**src/rtl/exec_pkg.sv**
```systemverilog
// Shared types and flag layout for the execute stage.
package exec_pkg;

  localparam int unsigned FLAG_W = 4;
  localparam int unsigned N_IDX  = 3;
  localparam int unsigned Z_IDX  = 2;
  localparam int unsigned C_IDX  = 1;
  localparam int unsigned V_IDX  = 0;

  typedef enum logic [1:0] {
    FN_ADD = 2'b00,
    FN_SUB = 2'b01,
    FN_AND = 2'b10,
    FN_ASR = 2'b11
  } funct_t;

  typedef enum logic [1:0] {
    CD_AL = 2'b00,
    CD_EQ = 2'b01,
    CD_NE = 2'b10,
    CD_LT = 2'b11
  } cond_t;

endpackage

```
**src/rtl/cond_unit.sv**
```systemverilog
// Combinational condition check of an operation against the architectural flags.
module cond_unit
  import exec_pkg::*;
(
  input  cond_t             cond,
  input  logic [FLAG_W-1:0] flags,
  output logic              pass
);

  always_comb begin
    pass = 1'b0;
    case (cond)
      CD_AL:   pass = 1'b1;
      CD_EQ:   pass = flags[Z_IDX];
      CD_NE:   pass = !flags[Z_IDX];
      CD_LT:   pass = flags[N_IDX] ^ flags[V_IDX];
      default: pass = 1'b0;
    endcase
  end

endmodule

```
**src/rtl/exec_stage.sv**
```systemverilog
// Two-register execute stage: stage A feeds an external ALU, stage B holds the
// result; flags are committed at the A-to-B transfer so the next op sees them.
module exec_stage
  import exec_pkg::*;
#(
  parameter int unsigned WIDTH = 32,
  parameter int unsigned RD_W  = 4
) (
  input  logic              clk,
  input  logic              rst_n,
  input  logic              in_valid,
  output logic              in_ready,
  input  logic [WIDTH-1:0]  in_a,
  input  logic [WIDTH-1:0]  in_b,
  input  logic [1:0]        in_funct,
  input  logic [1:0]        in_cond,
  input  logic              in_setf,
  input  logic [RD_W-1:0]   in_rd,
  output logic [WIDTH-1:0]  alu_a,
  output logic [WIDTH-1:0]  alu_b,
  output logic [1:0]        alu_funct,
  input  logic [WIDTH-1:0]  alu_out,
  output logic              out_valid,
  input  logic              out_ready,
  output logic [WIDTH-1:0]  out_result,
  output logic [RD_W-1:0]   out_rd,
  output logic              out_we,
  output logic [FLAG_W-1:0] flags
);

  logic              a_valid;
  logic [WIDTH-1:0]  a_a;
  logic [WIDTH-1:0]  a_b;
  funct_t            a_funct;
  cond_t             a_cond;
  logic              a_setf;
  logic [RD_W-1:0]   a_rd;

  logic              b_advance;
  logic              accept;
  logic              a_to_b;
  logic              pass;
  logic              is_sub;
  logic [WIDTH-1:0]  b_op;
  logic [WIDTH:0]    ext_sum;
  logic [FLAG_W-1:0] flags_new;
  logic              unused_sum_bits;

  assign b_advance = !out_valid || out_ready;
  assign in_ready  = !a_valid || b_advance;
  assign accept    = in_valid && in_ready;
  assign a_to_b    = a_valid && b_advance;

  assign alu_a     = a_a;
  assign alu_b     = a_b;
  assign alu_funct = a_funct;

  cond_unit u_cond (
    .cond  (a_cond),
    .flags (flags),
    .pass  (pass)
  );

  // Subtract as a + ~b + 1 so the carry-out is directly the no-borrow bit.
  assign is_sub  = (a_funct == FN_SUB);
  assign b_op    = is_sub ? ~a_b : a_b;
  assign ext_sum = {1'b0, a_a} + {1'b0, b_op} + (WIDTH+1)'(is_sub);
  assign unused_sum_bits = ^ext_sum[WIDTH-2:0];

  always_comb begin
    flags_new        = flags;
    flags_new[N_IDX] = alu_out[WIDTH-1];
    flags_new[Z_IDX] = (alu_out == '0);
    if (a_funct == FN_ADD || a_funct == FN_SUB) begin
      flags_new[C_IDX] = ext_sum[WIDTH];
      flags_new[V_IDX] = (a_a[WIDTH-1] == b_op[WIDTH-1]) &&
                         (ext_sum[WIDTH-1] != a_a[WIDTH-1]);
    end
  end

  // Stage A: operand register.
  always_ff @(posedge clk or negedge rst_n) begin
    if (!rst_n) begin
      a_valid <= 1'b0;
      a_a     <= '0;
      a_b     <= '0;
      a_funct <= FN_ADD;
      a_cond  <= CD_AL;
      a_setf  <= 1'b0;
      a_rd    <= '0;
    end else if (accept) begin
      a_valid <= 1'b1;
      a_a     <= in_a;
      a_b     <= in_b;
      a_funct <= funct_t'(in_funct);
      a_cond  <= cond_t'(in_cond);
      a_setf  <= in_setf;
      a_rd    <= in_rd;
    end else if (a_to_b) begin
      a_valid <= 1'b0;
    end
  end

  // Stage B: result register, held while stalled.
  always_ff @(posedge clk or negedge rst_n) begin
    if (!rst_n) begin
      out_valid  <= 1'b0;
      out_result <= '0;
      out_rd     <= '0;
      out_we     <= 1'b0;
    end else if (a_to_b) begin
      out_valid  <= 1'b1;
      out_result <= alu_out;
      out_rd     <= a_rd;
      out_we     <= pass;
    end else if (out_ready) begin
      out_valid  <= 1'b0;
    end
  end

  always_ff @(posedge clk or negedge rst_n) begin
    if (!rst_n) begin
      flags <= '0;
    end else if (a_to_b && a_setf && pass) begin
      flags <= flags_new;
    end
  end

endmodule
```
**config.mk**
```make
export PLATFORM = sky130hd
export DESIGN_NAME = exec_stage
export DESIGN_NICKNAME = d
export VERILOG_FILES = /design/src/rtl/exec_pkg.sv /design/src/rtl/cond_unit.sv /design/src/rtl/exec_stage.sv
export SDC_FILE = /design/constraint.sdc
export NUM_CORES = 1
export LEC_CHECK = 0
export ABC_AREA = 1
export CORE_MARGIN = 2
export CORE_UTILIZATION = 42
export CTS_BUF_LIST = sky130_fd_sc_hd__clkbuf_2
export DETAILED_ROUTE_END_ITERATION = 10
export PLACE_DENSITY = 0.81
export SLEW_MARGIN = 20
export SYNTH_ARGS = -nofsm -noshare
export SYNTH_HDL_FRONTEND = slang
export SYNTH_SLANG_ARGS = --single-unit
```
**constraint.sdc**
```tcl
create_clock -name clk -period 1.97 [get_ports clk]
set_input_delay 0.394 -clock clk [delete_from_list [all_inputs] [get_ports clk]]
set_output_delay 0.394 -clock clk [all_outputs]
set_load 0.01 [all_outputs]
```
### After elaboration in Yosys (flattened, before gate mapping)

Cells that the tools add are included.
Widths: inputs -> output; s select.

* flip-flop bits (word level): 116
* bits of input ports: 109
* output and inout bits: 109
* word-level logic and storage cells: 46

* add/sub/neg operators: 2
* eq/ne operators: 6
* muxes and demuxes: 6
* bitwise operators: 2
* reduce and logical (&&, ||, !) cells: 17

Operator list (number)
* $add 32x32->33: 1
* $add 33x1->33: 1
* $logic_not 32->1: 1
* $mux 32: 1
* $not 32->32: 1
* $logic_and 1x1->1: 5
* $eq 2x1->1 const B: 2
* $eq 2x2->1 const B: 2
* $logic_not 2->1: 2
* $mux 1: 4
* $pmux 1 s4: 1
* $reduce_bool 2->1: 2
* $logic_not 1->1: 3
* $logic_or 1x1->1: 3
* $reduce_and 2->1: 1
* $eq 1x1->1: 1
* $ne 1x1->1: 1
* $xor 1x1->1: 1

### Longest topological paths before layout

* depth in word-level cells: 6
* mapped depth: 19
* gate-level depth less buffers: 18

### By module

From an unflattened synthesis, not the netlist that was laid out.

* cell total of the unflattened synthesis: 569
* area total of the unflattened synthesis: 5799.3 um^2

Modules (own cells, without submodules)
* exec_stage: times used 1, cells an instance 558, area an instance 5755.5 um^2, sequential area each 2902.8 um^2
* cond_unit: times used 1, cells an instance 11, area an instance 43.8 um^2, sequential area each 0.0 um^2

### Least setup slack after synthesis

No wires, ideal clock.

* path kind: flip-flop to flip-flop
* from: register a_funct[1] (netlist: alu_funct[1])
* to: register flags[0]
* setup time: 116 ps
* arrival time: 1967 ps
* required time: 1854 ps
* setup slack: -114 ps
* stages on the path, launching flop included: 16
* buffers on the path: 1
* period minus slack after synthesis: 2084 ps
* cells stage by stage: dfrtp_1 > inv_2 > nand2_2 > buf_2 > xnor2_1 > ha_1 > a21oi_1 > a21boi_1 > o21ai_0 > nand2_1 > nor2_1 > nand2_1 > nand2_1 > nand2_1 > nand2_1 > nand2_1

* cells in the longest elaborated chain, start to end: 6
* elaborated cells between the ends (all ways): 10
* those cells by class: add/sub: 2; eq/ne: 3; mux: 1; reduce/logical: 4

RTL lines
* start, declared: line exec_stage.sv:34 `funct_t a_funct;`
* start signal, assigned: line exec_stage.sv:95 `a_funct <= funct_t'(in_funct);`
* $eq 2x1->1: line exec_stage.sv:65, exec_stage.sv:74
* $mux 32: line exec_stage.sv:66 `assign b_op = is_sub ? ~a_b : a_b;`
* $add 32x32->33: line exec_stage.sv:67 `assign ext_sum = {1'b0, a_a} + {1'b0, b_op} + (WIDTH+1)'(is_sub);`
* $add 33x1->33: line exec_stage.sv:67
* $ne 1x1->1: line exec_stage.sv:77 `(ext_sum[WIDTH-1] != a_a[WIDTH-1]);`
* $logic_and 1x1->1: line exec_stage.sv:76 `flags_new[V_IDX] = (a_a[WIDTH-1] == b_op[WIDTH-1]) &&`
* end signal, assigned: line exec_stage.sv:125 `flags <= flags_new;`
* end, declared: line exec_stage.sv:28 `output logic [FLAG_W-1:0] flags`

Several ways; a longest one is shown, not always the timed one.
A chain may end at the register's enable or synchronous reset.

### Final worst setup path

* from: register a_funct[0] (netlist: alu_funct[0])
* to: register flags[0]

Same word-level chain as after synthesis.

==> impl_summary.log <==
INFO  metric run_status = complete, but fails checks
INFO  metric failed_checks = negative setup slack
INFO  metric wl_met3 = 823 um
INFO  metric cts_root_buf = sky130_fd_sc_hd__clkbuf_2
INFO  metric number_of_pins_with_negative_max_slew_slack_in_the_final_report = 0
INFO  metric gp_routability_congestion = 0.860
INFO  metric worst-endpoint-arrival = 2.79 ns
INFO  metric number_of_cells_on_the_critical_path = 15
INFO  metric fin_util = 65.9%
INFO  metric layout.nets = 1009
INFO  metric tritoncts = done
INFO  metric power_density = 913 nW/um2
INFO  metric num_vias = 5065
INFO  metric finalWorstPathRequiredPeriod = 2.16 ns
INFO  metric path_clk_slew = 0.18 ns
INFO  metric highest_layer_used_for_signal_routing = met4
INFO  metric place.port_buffers = 217
INFO  metric comb_power_share = 46.7%
INFO  metric max_slew_margin = 67.1%
INFO  metric setup.worst_path.start_class = flop
INFO  metric criticalPathCategory = reg2reg
INFO  metric power.ir.vdd_worst = 0.377 mV
INFO  metric max_slew.worst_pin.slew = 0.494 ns
INFO  metric net-switching-power = 3.03 mW
INFO  metric grt_antenna_before_repair = 1
INFO  metric synthesized_nets = 701
INFO  metric die_width = 123 um
INFO  metric synth_area_leaders = sky130_fd_sc_hd__dfrtp_1 49%, sky130_fd_sc_hd__mux2_4 13%, sky130_fd_sc_hd__nand2_1 6.8%
INFO  metric post-place-cells = 960
INFO  metric overall_die_height = 123 um
INFO  metric detail_route.first_pass.iterations = 4
INFO  metric ys_ff_latch = 116
INFO  metric routedWlPerCell = 15.4 um
INFO  metric power.share.clock = 15.9%
INFO  metric finalHoldViolations = 0
INFO  metric die_area = 15200 um2
INFO  metric worstSkewPairLatency = 0.70 ns
INFO  metric yosysTopAreaCell = sky130_fd_sc_hd__dfrtp_1
INFO  metric most_common_cell_in_the_synthesized_netlist = sky130_fd_sc_hd__dfrtp_1
INFO  metric total_clock_buffers_created_by_cts = 17
INFO  metric synth_common_cells = 116 x sky130_fd_sc_hd__dfrtp_1, 108 x sky130_fd_sc_hd__nand2_1, 50 x sky130_fd_sc_hd__mux2_4, 49 x sky130_fd_sc_hd__inv_1, 38 x sky130_fd_sc_hd__o21ai_0
INFO  metric synth.yosys.seq_area_share = 48.7%
INFO  metric netlist_instances = 561
INFO  metric setup_ws = -0.189 ns
INFO  metric grt_max_degree = 70
INFO  metric tns = -0.338 ns
INFO  metric worst-r2r-cell-count = 15
INFO  metric fin_hold_ws = 0.152 ns
INFO  metric htreeDepth = 4
INFO  metric global_route_wire_length_before_repair = 25.6 mm
INFO  metric route.detailed.drc = 0
INFO  metric number_of_different_library_cells_in_the_post_synthesis_netlist = 32
INFO  metric multiInputGateArea = 2780 um2
INFO  metric p_int = 5.33 mW
INFO  metric cp-end-kind = flop
INFO  metric cts-root-to-sink-buffers = 2
INFO  metric cpMaxStageDelayCell = sky130_fd_sc_hd__dfrtp_1
INFO  metric design.core.area = 13900 um2
INFO  metric met2_length = 7.98 mm
INFO  metric post_dp_cell_area = 8500 um2
INFO  metric critical_path.n_buffers_inverters = 2
INFO  metric postSynth.topFlopCell = sky130_fd_sc_hd__dfrtp_1
INFO  metric grt-ovfl-total = 0
INFO  metric area_growth_syn_to_layout = 53.5%
INFO  metric setup_clock_skew_after_layout = 0.0208 ns
INFO  metric switching_share = 36.3%
INFO  metric leakage = 4.57 nW
INFO  metric cts.sinks = 116
INFO  metric drt_wl_total = 16.4 mm
INFO  metric detailedPlace.worstSlack = -0.160 ns
INFO  metric synth_edf_count = 0
INFO  metric route.detailed.vias_per_inst = 4.77
INFO  metric rsz_0062_raised_after_global_routing = true
INFO  metric fin_crit_sh = 110%
INFO  metric crit_fanout = 11
INFO  metric worst_path_largest_cell_delay = 0.41 ns
INFO  metric grt_pass1_vias = 5199
INFO  metric seq_power_share = 37.3%
INFO  metric drtIter0Drc = 208
INFO  metric wl_met1 = 6.92 mm
INFO  metric finish.cell_count_without_fillers = 1062
INFO  metric initial_core_util = 42.9%
INFO  metric mappedNetlistArea = 5960 um2
INFO  metric cap_violations = 0
INFO  metric report.power.total = 8.36 mW
INFO  metric proportion_of_layout_cells_with_a_drive_suffix_above_1 = 23.6%
INFO  metric fin_area = 9150 um2
INFO  metric critPathMostFrequentCell = sky130_fd_sc_hd__nand2_1
INFO  metric yosys_warnings = 0
INFO  metric gr-usage-all-layers = 22.3%
INFO  metric ios = 218
INFO  metric row_count = 43
INFO  metric crit_path_cell_trace = buf_4 > nand2_8 > buf_8 > xnor2_1 > ha_1 > a21oi_1 > o21ai_0 > a21oi_1 > nand2_2 > nand2_1 > nand2_1 > nand2_1 > nand2_1 > nand2_1 > nand2_1
INFO  metric fraction_of_post_synthesis_cell_area_in_the_top_cell_type_by_area = 48.7%
INFO  metric n_fill_cell = 1133
INFO  metric detail-route-antenna-nets = 0
INFO  metric postSynth.asyncResetShare = 100%
INFO  metric worst_path_dominant_cell_family = simple AND/OR/NAND/NOR gates
INFO  metric tightest_hold_check_type = in2async
INFO  metric detailed_place_hpwl = 11.5 mm
INFO  metric post_synth.cell_area_avg = 10.6 um2
INFO  metric timing.fmax = 0.463 GHz
INFO  metric timing.final.setup_violations = 2
INFO  metric register_area = 2900 um2
INFO  metric worst-endpoint-required = 2.60 ns
==> area by class of cell <==
class | instances | area share, %
antenna | 1 | 0.0274
tap | 180 | 2.46
clock inverter | 14 | 1.05
clock buffer | 17 | 0.930
timing repair buffer | 308 | 31.2
multi-input combinational | 374 | 30.4
inverter | 52 | 2.15
sequential | 116 | 31.7
==> final timing paths <==
path	startpoint	end	slack, ns
min	rst_n	out_result[26]$_DFFE_PN0P_	0.15
max reg2reg	alu_funct[0]$_DFFE_PN0P_	flags[0]$_DFFE_PN0P_	-0.19
max in group asynchronous	rst_n	alu_b[24]$_DFFE_PN0P_	1.21
min in group clk	in_b[0]	alu_b[0]$_DFFE_PN0P_	0.24
min reg2reg	out_result[9]$_DFFE_PN0P_	out_result[9]$_DFFE_PN0P_	0.49
max	alu_funct[0]$_DFFE_PN0P_	flags[0]$_DFFE_PN0P_	-0.19
==> per-layer routing <==
metal / vias to the layer above / track usage, %
li1: 2495 / -
met1: 2368 / 27.1
met5: - / 0
met4: 0 / 11.9
met2: 156 / 36.7
met3: 46 / 5.35
==> power by group through the flow <==
stage	clock network, mW	logic, mW	registers [mW]
floorplan	0	1.72	3.43
global placement	0	3.56	3.26
detailed placement	0	3.64	3.28
CTS	1.38	3.88	3.11
global route	1.50	4.28	3.18
finish	1.33	3.90	3.12
==> cells in the final DEF, fill, tap and decap left out, drive strengths merged, types with 10 or more instances in the layout <==
master / n
dfrtp: 116
nand2: 111
clkdlybuf4s50: 107
dlygate4sd2: 103
buf: 92
mux2: 64
inv: 51
o21ai: 40
ha: 31
xnor2: 31
nor2: 29
a21oi: 29
clkbuf: 19
clkinv: 12
nand3: 11
nand4: 10
==> what timing repair did <==
action	in CTS	in global routing
hold endpoints to repair	116	0
setup endpoints to repair	111	9
hold buffers	1	0
pin swaps	8	3
gates resized for setup	123	9
buffers inserted	66	1
cloned	2	0
==> state kept, by name, summed over array words and instances, names as in the netlist <==
signal      count
a_cond          2
a_rd            4
a_setf          1
a_valid         1
alu_a          32
alu_b          32
alu_funct       2
flags           4
out_rd          4
out_result     32
out_valid       1
out_we          1
==> logic make-up (layout without fill, tap and decap cells) <==
family / after synthesis / in the layout / synth area share (%)
multiplexers: 64 / 64 / 15.2
AO/OA/AOI/OAI: 80 / 80 / 7.47
adder cells (fa/ha/maj): 31 / 31 / 6.51
AND/OR/NAND/NOR: 168 / 168 / 11.9
flip-flops: 116 / 116 / 48.7
XOR/XNOR: 31 / 31 / 4.56
buffers and inverters: 71 / 391 / 5.56
other: 0 / 1 / 0
==> worst reg2reg max path, delay by kind of cell, from the launching register on <==
family                     cells  cell delay [ns]
DFF                            1             0.41
adders and majority gates      1             0.28
and+or+nand+nor                8             0.52
AOI/OAI and AO/OA              3             0.42
buffers and inverters          2             0.32
xor gates and xnor gates       1             0.14
No activity file was read; power rests on OpenSTA's default activity.
